==> config.mk <==
export PLATFORM = sky130hd
export DESIGN_NAME = voice_sequencer
export DESIGN_NICKNAME = d
export VERILOG_FILES = /design/src/rtl/synth_pkg.sv /design/src/rtl/shared_mult.sv /design/src/rtl/voice_sequencer.sv
export SDC_FILE = /design/constraint.sdc
export NUM_CORES = 2
export LEC_CHECK = 0
export ABC_AREA = 1
export CORE_UTILIZATION = 61
export DETAILED_ROUTE_END_ITERATION = 12
export PLACE_DENSITY = 0.83
export SYNTH_ARGS = -nofsm -noshare
export SYNTH_HDL_FRONTEND = slang
export SYNTH_SLANG_ARGS = --single-unit
export TNS_END_PERCENT = 10
==> constraint.sdc <==
create_clock -name clk -period 7.7 [get_ports clk]
set_input_delay 2.31 -clock clk [delete_from_list [all_inputs] [get_ports clk]]
set_output_delay 2.31 -clock clk [all_outputs]
set_load 0.1 [all_outputs]
==> src/rtl/synth_pkg.sv <==
// Shared types, widths and the sample saturation helper for the voice sequencer.
package synth_pkg;

  localparam int SAMPLE_W  = 24;
  localparam int OPERAND_W = 32;
  localparam int PRODUCT_W = 64;
  // Accumulator width: wide enough to sum several full-scale samples without wrap.
  localparam int ACC_W     = 27;

  typedef enum logic [1:0] {
    ST_IDLE,
    ST_START,
    ST_WAIT,
    ST_OUT
  } seq_state_t;

  // Clamp the wide accumulator into the signed sample range.
  function automatic logic signed [SAMPLE_W-1:0] sat_sample(input logic signed [ACC_W-1:0] v);
    logic signed [ACC_W-1:0] max_v;
    logic signed [ACC_W-1:0] min_v;
    max_v = {{(ACC_W-SAMPLE_W+1){1'b0}}, {(SAMPLE_W-1){1'b1}}};
    min_v = {{(ACC_W-SAMPLE_W+1){1'b1}}, {(SAMPLE_W-1){1'b0}}};
    if (v > max_v) begin
      return max_v[SAMPLE_W-1:0];
    end else if (v < min_v) begin
      return min_v[SAMPLE_W-1:0];
    end else begin
      return v[SAMPLE_W-1:0];
    end
  endfunction

endpackage

==> src/rtl/shared_mult.sv <==
// Two-stage signed multiplier shared by all voices: operands registered,
// then the product registered, so results appear two cycles after input.
module shared_mult
  import synth_pkg::*;
(
  input  logic                 clk,
  input  logic                 rst_n,
  input  logic [OPERAND_W-1:0] i_a,
  input  logic [OPERAND_W-1:0] i_b,
  output logic [PRODUCT_W-1:0] o_p
);

  logic [OPERAND_W-1:0] r_a;
  logic [OPERAND_W-1:0] r_b;
  logic [PRODUCT_W-1:0] r_p;
  logic [PRODUCT_W-1:0] w_prod;

  // Sign-extend both operands to full product width so the low 64 bits are exact.
  assign w_prod = $signed({{(PRODUCT_W-OPERAND_W){r_a[OPERAND_W-1]}}, r_a})
                * $signed({{(PRODUCT_W-OPERAND_W){r_b[OPERAND_W-1]}}, r_b});

  // Pipeline: capture operands, then capture their product; a new pair every cycle.
  always_ff @(posedge clk or negedge rst_n) begin
    if (!rst_n) begin
      r_a <= '0;
      r_b <= '0;
      r_p <= '0;
    end else begin
      r_a <= i_a;
      r_b <= i_b;
      r_p <= w_prod;
    end
  end

  assign o_p = r_p;

endmodule

==> src/rtl/voice_sequencer.sv <==
// Sequences N_VOICES voice clients once per sample tick, in ascending order,
// summing their samples into a saturated mix and sharing one multiplier.
module voice_sequencer
  import synth_pkg::*;
#(
  parameter int N_VOICES = 4,
  parameter int TIMEOUT  = 1024
) (
  input  logic                          clk,
  input  logic                          rst_n,
  input  logic                          sample_tick,
  output logic [N_VOICES-1:0]           voice_start,
  input  logic [N_VOICES-1:0]           voice_finish,
  input  logic [N_VOICES*OPERAND_W-1:0] voice_mult_a,
  input  logic [N_VOICES*OPERAND_W-1:0] voice_mult_b,
  output logic [PRODUCT_W-1:0]          mult_p,
  input  logic [N_VOICES*SAMPLE_W-1:0]  voice_wave,
  output logic [SAMPLE_W-1:0]           mix_out,
  output logic                          mix_valid,
  output logic                          busy,
  output logic                          overrun_err,
  output logic                          timeout_err
);

  localparam int IDX_W   = (N_VOICES > 1) ? $clog2(N_VOICES) : 1;
  localparam int TIMER_W = (TIMEOUT > 1) ? $clog2(TIMEOUT) : 1;
  localparam logic [IDX_W-1:0]   IDX_LAST   = IDX_W'(N_VOICES - 1);
  localparam logic [TIMER_W-1:0] TIMER_LAST = TIMER_W'(TIMEOUT - 1);

  seq_state_t               r_state;
  logic [IDX_W-1:0]         r_idx;
  logic signed [ACC_W-1:0]  r_acc;
  logic [TIMER_W-1:0]       r_timer;
  logic [SAMPLE_W-1:0]      r_mix_out;
  logic                     r_mix_valid;
  logic                     r_overrun_err;
  logic                     r_timeout_err;

  logic [OPERAND_W-1:0]     w_mult_a [N_VOICES];
  logic [OPERAND_W-1:0]     w_mult_b [N_VOICES];
  logic [SAMPLE_W-1:0]      w_wave   [N_VOICES];
  logic [SAMPLE_W-1:0]      w_sel_wave;
  logic signed [ACC_W-1:0]  w_wave_ext;
  logic                     w_finish;
  logic                     w_timeout;
  logic                     w_op_active;
  logic [OPERAND_W-1:0]     w_op_a;
  logic [OPERAND_W-1:0]     w_op_b;

  // Unpack the flat per-voice buses and decode the one-hot start strobe.
  genvar gi;
  generate
    for (gi = 0; gi < N_VOICES; gi++) begin : g_voice
      assign w_mult_a[gi]    = voice_mult_a[gi*OPERAND_W +: OPERAND_W];
      assign w_mult_b[gi]    = voice_mult_b[gi*OPERAND_W +: OPERAND_W];
      assign w_wave[gi]      = voice_wave[gi*SAMPLE_W +: SAMPLE_W];
      assign voice_start[gi] = (r_state == ST_START) && (r_idx == IDX_W'(gi));
    end
  endgenerate

  assign w_sel_wave  = w_wave[r_idx];
  assign w_wave_ext  = {{(ACC_W-SAMPLE_W){w_sel_wave[SAMPLE_W-1]}}, w_sel_wave};
  assign w_finish    = voice_finish[r_idx];
  assign w_timeout   = (r_timer == TIMER_LAST);

  // Only the voice being served drives the multiplier; idle slots feed zeros.
  assign w_op_active = (r_state == ST_START) || (r_state == ST_WAIT);
  assign w_op_a      = w_op_active ? w_mult_a[r_idx] : '0;
  assign w_op_b      = w_op_active ? w_mult_b[r_idx] : '0;

  shared_mult u_mult (
    .clk   (clk),
    .rst_n (rst_n),
    .i_a   (w_op_a),
    .i_b   (w_op_b),
    .o_p   (mult_p)
  );

  // Sequencer FSM: start each voice, wait for finish or timeout, then emit the mix.
  always_ff @(posedge clk or negedge rst_n) begin
    if (!rst_n) begin
      r_state       <= ST_IDLE;
      r_idx         <= '0;
      r_acc         <= '0;
      r_timer       <= '0;
      r_mix_out     <= '0;
      r_mix_valid   <= 1'b0;
      r_overrun_err <= 1'b0;
      r_timeout_err <= 1'b0;
    end else begin
      r_mix_valid <= 1'b0;
      // A tick while a sample is in flight is dropped but remembered.
      if (sample_tick && (r_state != ST_IDLE)) begin
        r_overrun_err <= 1'b1;
      end
      case (r_state)
        ST_IDLE: begin
          if (sample_tick) begin
            r_idx   <= '0;
            r_acc   <= '0;
            r_state <= ST_START;
          end
        end
        ST_START: begin
          r_timer <= '0;
          r_state <= ST_WAIT;
        end
        ST_WAIT: begin
          r_timer <= r_timer + TIMER_W'(1);
          if (w_finish || w_timeout) begin
            // A finish coinciding with the timeout still counts as a finish.
            if (w_finish) begin
              r_acc <= r_acc + w_wave_ext;
            end else begin
              r_timeout_err <= 1'b1;
            end
            if (r_idx == IDX_LAST) begin
              r_state <= ST_OUT;
            end else begin
              r_idx   <= r_idx + IDX_W'(1);
              r_state <= ST_START;
            end
          end
        end
        ST_OUT: begin
          r_mix_out   <= sat_sample(r_acc);
          r_mix_valid <= 1'b1;
          r_state     <= ST_IDLE;
        end
        default: r_state <= ST_IDLE;
      endcase
    end
  end

  assign mix_out     = r_mix_out;
  assign mix_valid   = r_mix_valid;
  assign busy        = (r_state != ST_IDLE);
  assign overrun_err = r_overrun_err;
  assign timeout_err = r_timeout_err;

endmodule

==> reports/results.ini <==
[floorplanning]
die_height_um = 286
core_mm2 = 0.0795
start_util = 0.621
rows = 103
die_w_um = 286
ioPinCount = 455
die-area_mm2 = 0.0820

[layout]
final_cells = 7854
n_fill_cell = 6299
syn_to_final_growth_pct = 13.9
nets = 8452
drive_gt1_frac = 0.0376
utilization = 0.707

[setup_path]
crit_required_ns = 8.16
slowest_stage = dfrtp_1
crit_buf_inv = 8
path_delay_family = adder cells
cp_max_fo = 18
cp_slowest_stage_delay_ns = 0.65
crit_path_end_kind = flip-flop
cp-start-kind = flip-flop
crit_arrival_ns = 8.06
crit_top_cell = fa_1
critPathKind = reg -> reg

[logic_synthesis]
yosys_most_used_dff = dfrtp_1
synth_seq_area_share = 0.0994
synth_edf_count = 0
ys_ff_latch = 196
syn-cell-area_mm2 = 0.0493
synthArstFlopShare = 1.00
yosys_warnings = 0
synthCells = 6432
syn-num-nets = 8094
post_synth.cell_area_avg_um2 = 7.67
synth_cell_types = 41

[clock_network]
cts_root_buffer = clkbuf_16
clk_pin_slew_ns = 0.09
cts_htree_levels = 4
clock_sinks = 196
insertion_delay_ns = 0.52
cts_hold_buffers = 0
clockBufferDepth = 2
cts_tree = built
cts_buffers = 17

[global_routing]
grt_overflow_total = 0
gr-usage-all-layers = 0.411
grt_max_degree = 118
grt_pass1_wl_um = 254000
grt_pass1_vias = 44900
antenna_found_initial = 3

[route]
num_vias = 42900
vias_per_cell = 5.46
drcViolationCount = 0
dr.first_iter.drc_count = 4327
routed_wirelength_um = 160000
wl_per_cell_um = 20.4
first_pass_iters = 9
ant_nets = 0

[sta]
relSlewSlack = 0.198
drv_slew = 0
rsz0062_at_grt = true
layout_setup_ws_ns = 0.101
finalSetupViolCount = 0
fin_skew_ns = 0.0317
hold_viol_final = 0
worst_slew_pin_slew_ns = 1.20
period_minus_slack_ns = 7.60
fmax_mhz = 132
timing.final.crit_share = 0.987

[place]
dp_hpwl_um = 135000
io_buffers = 454
dp.cells = 7820
globalplace.congestion = 1.04
dpl_worst_slack_ns = 0.122

[flow_run]
drv_cap = 0

[outcome]
status = complete, no violations

[worst_hold_path]
hold_path_class = reg -> reg

final timing paths:
kind                                           from                       end  slack [ns]  depth (start not counted)
max                        u_mult.r_a[23]$_DFF_PN0_  u_mult.o_p[47]$_DFF_PN0_        0.10                         26
min                         overrun_err$_DFFE_PN0P_   overrun_err$_DFFE_PN0P_        0.48                          1
max reg2reg                u_mult.r_a[23]$_DFF_PN0_  u_mult.o_p[47]$_DFF_PN0_        0.10                         26
min reg2reg                 overrun_err$_DFFE_PN0P_   overrun_err$_DFFE_PN0P_        0.48                          1
max in group asynchronous                     rst_n   u_mult.r_a[7]$_DFF_PN0_        4.71                          2
min in group asynchronous                     rst_n    mix_out[4]$_DFFE_PN0P_        1.82                          1
state kept, by name, summed over array words and instances (netlist names), 2 cells and up:
signal      cells
r_acc          27
u_mult.r_b     32
u_mult.o_p     64
u_mult.r_a     32
r_timer        10
r_state         2
mix_out        24
r_idx           2
placed cells by master (no fill, tap or decap), types with 4 or more instances in the layout:
cell,count
o21ai_1,7
nor2_2,14
buf_4,131
fa_1,1082
nor3_1,21
nand2_1,1634
dfrtp_2,8
nor2_1,499
nand3b_1,4
o21ai_0,232
clkbuf_16,17
nand3_2,8
nor3_2,5
nand3_1,106
or2_2,9
inv_1,1772
xor2_1,35
clkdlybuf4s50_1,453
inv_8,4
inv_2,6
nand2_2,9
nor4_1,6
o21bai_1,16
dfrtp_1,187
inv_6,4
xnor2_1,13
a21oi_1,172
nand4_1,29
ha_1,220
buf_12,23
o22ai_1,47
layout make-up:
class                      instances  area (um2)  share of cell area
clock buffer                      17         425             0.00757
inverter                        1781        6690               0.119
antenna                            1        2.50           0.0000445
multi-input combinational       4186       36700               0.653
clock inverter                    15         155             0.00276
timing repair buffer             608        5990               0.107
tap                             1050        1310              0.0234
sequential                       196        4920              0.0875
synthesized netlist by cell type, types with 16 or more instances:
library cell / number / area share
xor2_1: 35 / 0.0062
nor3_1: 21 / 0.0021
o21bai_1: 16 / 0.0024
nand2_1: 1634 / 0.12
clkbuf_1: 233 / 0.018
nand4_1: 29 / 0.0037
nor2_1: 499 / 0.038
fa_1: 1083 / 0.44
a21oi_1: 172 / 0.017
ha_1: 220 / 0.056
buf_2: 22 / 0.0022
o22ai_1: 47 / 0.0060
dfrtp_1: 196 / 0.099
o21ai_0: 232 / 0.024
inv_1: 1775 / 0.14
nand3_1: 106 / 0.011
cells by family after synthesis:
kind of cell / share of synthesized area
simple gates: 0.188
buf+inv: 0.157
fa+ha+maj: 0.495
compound gates: 0.0517
flops: 0.0994
xor+xnor: 0.00852
per-layer routing:
metal / track usage / wire (um)
met1: 0.553 / 61900
met2: 0.637 / 72200
met3: 0.111 / 18200
met4: 0.161 / 7450
met5: 0 / 42
repair_timing:
| item | in CTS | in global routing |
|---|---|---|
| resized for setup | 0 | 10 |
| endpoints found under the setup margin | 0 | 30 |
| setup buffers | 0 | 1 |
per-stage QoR:
stage,TNS (ns),cell area [um2],hold slack (ns)
after floorplan,0,49300,0.475
after global placement,0,55600,0.445
after detailed placement,0,55600,0.457
after CTS,0,56200,0.478
after global routing,-0.0504,56200,0.489
final,0,56200,0.484
Power is left out: the tool's default activity adds up to more than one toggle a clock period on the data nets, which glitch-free logic cannot reach.
